### src/rtl/dht_display_scan.sv
`default_nettype none
// ============================================================================
// Module   : dht_display_scan
// Purpose  : Captures DHT11 humidity/temperature integer bytes, converts each
//            to two BCD digits with a sequential double-dabble and
//            time-multiplexes the four digits onto one digit code with
//            active-low one-hot anodes.
// Ports    : clk          - system clock
//            rst_n        - synchronous reset, active-low
//            hum_in       - humidity byte (percent RH)
//            temp_in      - temperature byte (degrees C)
//            data_valid   - one-cycle strobe qualifying hum_in/temp_in
//            digit_code   - BCD digit or BLANK_CODE for the segment encoder
//            anode        - active-low digit select, [3]=hum tens .. [0]=temp ones
//            busy         - conversion in progress
//            out_of_range - [1]=hum > 99, [0]=temp > 99, latched on commit
// Options  : LEADING_ZERO_BLANK_EN - blank a zero tens digit of in-range bytes
// Revision : 1.0 - initial release
// ============================================================================
module dht_display_scan #(
    parameter int unsigned REFRESH_DIV = 100000,
    parameter logic [3:0]  BLANK_CODE  = 4'hF
) (
    input  logic       clk,
    input  logic       rst_n,
    input  logic [7:0] hum_in,
    input  logic [7:0] temp_in,
    input  logic       data_valid,
    output logic [3:0] digit_code,
    output logic [3:0] anode,
    output logic       busy,
    output logic [1:0] out_of_range
);

    localparam logic [1:0]  S_IDLE   = 2'd0;
    localparam logic [1:0]  S_SHIFT  = 2'd1;
    localparam logic [1:0]  S_COMMIT = 2'd2;
    localparam logic [23:0] c_presc_max = 24'(REFRESH_DIV - 1);

    logic [1:0]  r_state;
    logic [3:0]  r_bit_cnt;
    logic [7:0]  r_hum_sr, r_temp_sr;
    logic [11:0] r_hum_acc, r_temp_acc;
    logic        r_pend;
    logic [7:0]  r_pend_hum, r_pend_temp;
    logic [3:0]  r_disp [4];
    logic [1:0]  r_oor;
    logic [23:0] r_presc;
    logic [1:0]  r_idx;
    logic [3:0]  r_code, r_anode;

    // One double-dabble step: correct every nibble >= 5, then shift in a bit.
    function automatic logic [11:0] f_dabble_step(input logic [11:0] acc, input logic b);
        logic [11:0] v;
        v = acc;
        for (int i = 0; i < 3; i++) begin
            if (v[i*4 +: 4] >= 4'd5) begin
                v[i*4 +: 4] = v[i*4 +: 4] + 4'd3;
            end
        end
        return 12'({v, b});
    endfunction

    // Returns {out_of_range, tens, ones} for a finished accumulator.
    function automatic logic [8:0] f_commit(input logic [11:0] acc);
        logic [3:0] tens;
        if (acc[11:8] != 4'd0) begin
            return {1'b1, BLANK_CODE, BLANK_CODE};
        end
        tens = acc[7:4];
`ifdef LEADING_ZERO_BLANK_EN
        if (tens == 4'd0) begin
            tens = BLANK_CODE;
        end
`endif
        return {1'b0, tens, acc[3:0]};
    endfunction

    logic [8:0] w_hum_commit, w_temp_commit;
    logic [7:0] w_src_hum, w_src_temp;
    logic       w_wrap;
    logic [1:0] w_idx_next;

    assign w_hum_commit  = f_commit(r_hum_acc);
    assign w_temp_commit = f_commit(r_temp_acc);
    // A fresh strobe always wins over the pending buffer: it is the newer data.
    assign w_src_hum  = data_valid ? hum_in  : r_pend_hum;
    assign w_src_temp = data_valid ? temp_in : r_pend_temp;

    // ------------------------------------------------------------------------
    // Conversion FSM. SHIFT spends 8 shifting cycles plus one terminal-count
    // cycle, giving a fixed 10-cycle busy window per conversion.
    // ------------------------------------------------------------------------
    always_ff @(posedge clk) begin
        if (!rst_n) begin
            r_state     <= S_IDLE;
            r_bit_cnt   <= 4'd0;
            r_hum_sr    <= 8'd0;
            r_temp_sr   <= 8'd0;
            r_hum_acc   <= 12'd0;
            r_temp_acc  <= 12'd0;
            r_pend      <= 1'b0;
            r_pend_hum  <= 8'd0;
            r_pend_temp <= 8'd0;
            r_oor       <= 2'b00;
            for (int i = 0; i < 4; i++) begin
                r_disp[i] <= BLANK_CODE;
            end
        end else begin
            case (r_state)
                S_IDLE: begin
                    if (data_valid) begin
                        r_hum_sr   <= w_src_hum;
                        r_temp_sr  <= w_src_temp;
                        r_hum_acc  <= 12'd0;
                        r_temp_acc <= 12'd0;
                        r_bit_cnt  <= 4'd8;
                        r_state    <= S_SHIFT;
                    end
                end
                S_SHIFT: begin
                    if (data_valid) begin
                        r_pend      <= 1'b1;
                        r_pend_hum  <= hum_in;
                        r_pend_temp <= temp_in;
                    end
                    if (r_bit_cnt != 4'd0) begin
                        r_hum_acc  <= f_dabble_step(r_hum_acc, r_hum_sr[7]);
                        r_temp_acc <= f_dabble_step(r_temp_acc, r_temp_sr[7]);
                        r_hum_sr   <= {r_hum_sr[6:0], 1'b0};
                        r_temp_sr  <= {r_temp_sr[6:0], 1'b0};
                        r_bit_cnt  <= r_bit_cnt - 4'd1;
                    end else begin
                        r_state <= S_COMMIT;
                    end
                end
                S_COMMIT: begin
                    r_disp[3] <= w_hum_commit[7:4];
                    r_disp[2] <= w_hum_commit[3:0];
                    r_disp[1] <= w_temp_commit[7:4];
                    r_disp[0] <= w_temp_commit[3:0];
                    r_oor     <= {w_hum_commit[8], w_temp_commit[8]};
                    if (data_valid || r_pend) begin
                        r_hum_sr   <= w_src_hum;
                        r_temp_sr  <= w_src_temp;
                        r_hum_acc  <= 12'd0;
                        r_temp_acc <= 12'd0;
                        r_bit_cnt  <= 4'd8;
                        r_pend     <= 1'b0;
                        r_state    <= S_SHIFT;
                    end else begin
                        r_state <= S_IDLE;
                    end
                end
                default: r_state <= S_IDLE;
            endcase
        end
    end

    // ------------------------------------------------------------------------
    // Digit scan. digit_code and anode are loaded together only on a scan
    // step, so a commit never changes the lit digit mid-step.
    // ------------------------------------------------------------------------
    assign w_wrap     = (r_presc == c_presc_max);
    assign w_idx_next = r_idx - 2'd1;

    always_ff @(posedge clk) begin
        if (!rst_n) begin
            r_presc <= 24'd0;
            r_idx   <= 2'd3;
            r_code  <= BLANK_CODE;
            r_anode <= 4'b0111;
        end else if (w_wrap) begin
            r_presc <= 24'd0;
            r_idx   <= w_idx_next;
            r_anode <= ~(4'b0001 << w_idx_next);
            r_code  <= r_disp[w_idx_next];
        end else begin
            r_presc <= r_presc + 24'd1;
        end
    end

    assign digit_code   = r_code;
    assign anode        = r_anode;
    assign busy         = (r_state != S_IDLE);
    assign out_of_range = r_oor;

endmodule
`default_nettype wire
### config.mk
export PLATFORM = sky130hd
export DESIGN_NAME = dht_display_scan
export DESIGN_NICKNAME = d
export VERILOG_FILES = /design/src/rtl/dht_display_scan.sv
export SDC_FILE = /design/constraint.sdc
export NUM_CORES = 1
export LEC_CHECK = 0
export ABC_AREA = 1
export CORE_MARGIN = 2
export CORE_UTILIZATION = 45
export DETAILED_ROUTE_END_ITERATION = 6
export GPL_TIMING_DRIVEN = 0
export HOLD_SLACK_MARGIN = 0.05
export PLACE_DENSITY = 0.62
export SLEW_MARGIN = 30
export SYNTH_ARGS = -nofsm -noshare
export SYNTH_HDL_FRONTEND = slang
export SYNTH_SLANG_ARGS = --single-unit
### constraint.sdc
create_clock -name clk -period 2.4 [get_ports clk]
set_input_delay 0.48 -clock clk [delete_from_list [all_inputs] [get_ports clk]]
set_output_delay 0.48 -clock clk [all_outputs]
set_load 0.05 [all_outputs]
==> results of run 1 <==
[tightest hold or removal path, cell delays in order (launching register included)]
cell,delay (ps)
dfxtp_1,290
inv_1,60
a21oi_1,60
[layout make-up]
cell class / count / share of cell area [%]
clock inverters: 12 / 1.95
well taps: 176 / 3.12
repair buffers: 30 / 4.27
plain buffers: 26 / 2.48
clock buffers: 20 / 6.33
flip-flops and latches: 115 / 34.9
multi-input cells: 576 / 42.5
inverters: 83 / 4.45
[power by group through the flow]
stage	clock [W]	combinational [W]	sequential [W]
2_1_floorplan	0	0.000399	0.00214
3_3_place_gp	0	0.000548	0.00214
3_5_place_dp	0	0.000563	0.00215
4_1_cts	0.00254	0.000567	0.00211
5_1_grt	0.00263	0.000632	0.00212
6_report	0.00251	0.000567	0.00211
[through the flow]
stage | cells | setup slack (ps)
floorplan | 800 | 204
global placement | 1005 | -251
detailed placement | 1006 | 153
CTS | 1038 | 102
global route | 1038 | 65.5
finish | 1038 | 104
[registers in the layout, indices dropped and copies added, names as in the netlist]
signal	cells
anode	4
digit_code	4
out_of_range	2
r_bit_cnt	4
r_disp	16
r_hum_acc	12
r_hum_sr	8
r_idx	2
r_pend	1
r_pend_hum	8
r_pend_temp	8
r_presc	24
r_state	2
r_temp_acc	12
r_temp_sr	8
[placed cells by master, fill, tap and decap left out, types with 3 or more instances in the layout]
cell / count
a21oi_1: 36
a21oi_2: 4
a31oi_1: 10
buf_2: 9
buf_4: 3
buf_6: 4
bufinv_16: 3
clkbuf_1: 10
clkbuf_16: 17
clkdlybuf4s50_1: 29
clkinv_1: 3
clkinv_2: 5
dfxtp_1: 99
edfxtp_1: 16
ha_1: 21
inv_1: 75
inv_2: 6
nand2_1: 176
nand2_2: 8
nand2_4: 4
nand3_1: 75
nand3b_1: 3
nand4_1: 6
nor2_1: 98
nor2_2: 17
nor2_4: 4
nor3_1: 5
o211ai_1: 10
o21ai_0: 57
or2_0: 5
or2_2: 7
xnor2_1: 4
xor2_1: 12
[layer usage]
metal / wire, um / share of wire, % / vias up / track usage, %
met4: 253 / 1.9 / 0 / 8.71
li1: - / - / 2697 / -
met2: 6690 / 49 / 124 / 34.5
met3: 645 / 4.7 / 23 / 4.50
met5: 0 / 0 / - / 0
met1: 6070 / 44 / 2494 / 25.1
[worst paths after layout]
path	slack (ps)	start	end
setup / recovery	100	r_state[1]$_SDFFE_PN0P_	busy
hold / removal	450	r_pend_temp[1]$_SDFFE_PN0P_	r_pend_temp[1]$_SDFFE_PN0P_
setup reg to reg	420	r_idx[0]$_SDFFE_PN1N_	digit_code[0]$_SDFFE_PN1N_
hold reg to reg	450	r_pend_temp[1]$_SDFFE_PN0P_	r_pend_temp[1]$_SDFFE_PN0P_
[logic make-up (layout without fill, tap and decap cells)]
kind of cell | after synthesis | in the layout | synth area share [%]
xor gates and xnor gates | 16 | 16 | 2.35
adders and majority gates | 21 | 21 | 4.41
AOI/OAI and AO/OA | 122 | 122 | 11.2
buffers and inverters | 109 | 171 | 8.22
DFF | 115 | 115 | 41.4
and+or+nand+nor | 417 | 417 | 32.4
==> impl_metrics.py, run 1 <==
metrics = {
    "clock_tree": {
        "clkTransAtPathRegs_ps": 50,
        "htreeDepth": 4,
        "clk_path_buf_depth": 2,
        "cts_sinks": 115,
        "cts_setup_buffers": 0,
        "cts_hold_buf": 0,
        "root_buffer": "clkbuf_16",
        "insertion_delay_ps": 420,
        "cts_buffers": 17,
        "post_cts_resized": 0,
        "cts_tree": "built",
    },
    "detailed_routing": {
        "final_antenna_net_count": 0,
        "vias": 5338,
        "drt_iter0_markers": 347,
        "finalWirelength_um": 13700,
        "dr.pass1.iters": 5,
        "wire_per_inst_um": 13.2,
        "via_per_inst": 5.14,
        "drc": 0,
    },
    "layout": {
        "fin_util_pct": 54.0,
        "multi_input_area_mm2": 0.00300,
        "antenna_cells": 0,
        "regArea_mm2": 0.00246,
        "fin_area_mm2": 0.00706,
        "fillerInstances": 1221,
        "layout-drive-gt1-share_pct": 12.3,
        "areaGrowthSynthToFinish_pct": 18.6,
        "nets": 889,
    },
    "floorplan": {
        "die-width_um": 119,
        "die_h_um": 119,
        "initial_core_util_pct": 45.5,
        "dieArea_mm2": 0.0142,
        "num_rows": 42,
        "ioPinCount": 30,
        "coreArea_mm2": 0.0131,
    },
    "worst_setup_path": {
        "worstPathMaxFanout": 3,
        "start_kind": "flop",
        "crit_family": "buffers and inverters",
        "end_kind": "output port",
        "slowest_stage": "clkdlybuf4s50_1",
        "crit_buf_inv": 2,
        "path_class": "flop to output port",
        "path_cells": "inv_2, nand2_1, clkdlybuf4s50_1",
        "ff2ff_path_depth": 9,
        "slowest_delay_ps": 810,
        "critPathArrivalTime_ps": 1820,
        "required_ps": 1920,
        "cp_num_cells": 3,
    },
    "logic_synthesis": {
        "async_flop_share_pct": 0,
        "synthTopCellsByCount": "nand2_1, dfxtp_1, nor2_1, inv_1, nand3_1",
        "synth_area_per_cell_um2": 7.44,
        "synth-seq-area-share_pct": 41.4,
        "synth_warnings": 0,
        "yosys.cell_count.top_type": "nand2_1",
        "synth_top_area_share_pct": 33.3,
        "synth-edff-count": 16,
        "yosysTopAreaCell": "dfxtp_1",
        "synth_cell_types": 41,
        "syn_nets": 840,
        "synth-seq-cells": 115,
        "synth.area.top_cells": "dfxtp_1, nand2_1, edfxtp_1",
        "syn_inst": 800,
        "syn_area_mm2": 0.00595,
        "yosys_most_used_dff": "dfxtp_1",
    },
    "timing": {
        "worst_slew_pin_slew_ps": 590,
        "maxClockFrequency_ghz": 0.436,
        "grt_setup_unrepaired": "no",
        "finalSetupViolations": 0,
        "slew_headroom_pct": 60.7,
        "setup_tns_ps": 0,
        "holdWs_ps": 452,
        "fin_worst_skew_ps": 4.98,
        "finalCriticalPeriod_ps": 2300,
        "finalMaxSlewViolations": 0,
        "hold_viol": 0,
        "period_share_pct": 95.7,
    },
    "placed_design": {
        "hpwlAfterDp_um": 9810,
        "gp_congestion": 0.881,
        "placed_area_mm2": 0.00648,
        "portBuffers": 29,
    },
    "global_route": {
        "grt_max_degree": 17,
        "grt_first_pass_wirelength_um": 22900,
        "grt_pass1_vias": 4888,
        "globalRouteTotalUtil_pct": 20.4,
        "antenna_found_initial": 0,
        "grt-ovfl-total": 0,
    },
    "power": {
        "switching_share_pct": 24.8,
        "clkPwrFrac_pct": 48.4,
        "p_seq_share_pct": 40.7,
        "power_w": 0.00518,
        "comb_power_share_pct": 10.9,
        "peakVddDrop_mv": 0.520,
        "p_leak_nw": 2.66,
        "internal_power_w": 0.00390,
        "power.density_mw_per_mm2": 734,
        "switchingPower_w": 0.00129,
    },
    "worst_hold_path": {
        "hold_depth": 2,
        "hp-class": "flop to flop",
    },
    "run_status": {
        "outcome": "completed",
    },
    "run": {
        "drv_cap": 0,
    },
}
Power figures use the tool's default switching activity.
==> inputs of run 2 (changes only) <==
CTS_CLUSTER_DIAMETER = 50   (was default)
==> results of run 2 <==
The final DEF is identical to that of run 1; final timing and power are the same.
==> inputs of run 3 (changes only) <==
CTS_CLUSTER_DIAMETER = 30   (was 50)
==> results of run 3 <==
The final DEF is identical to that of run 1; final timing and power are the same.
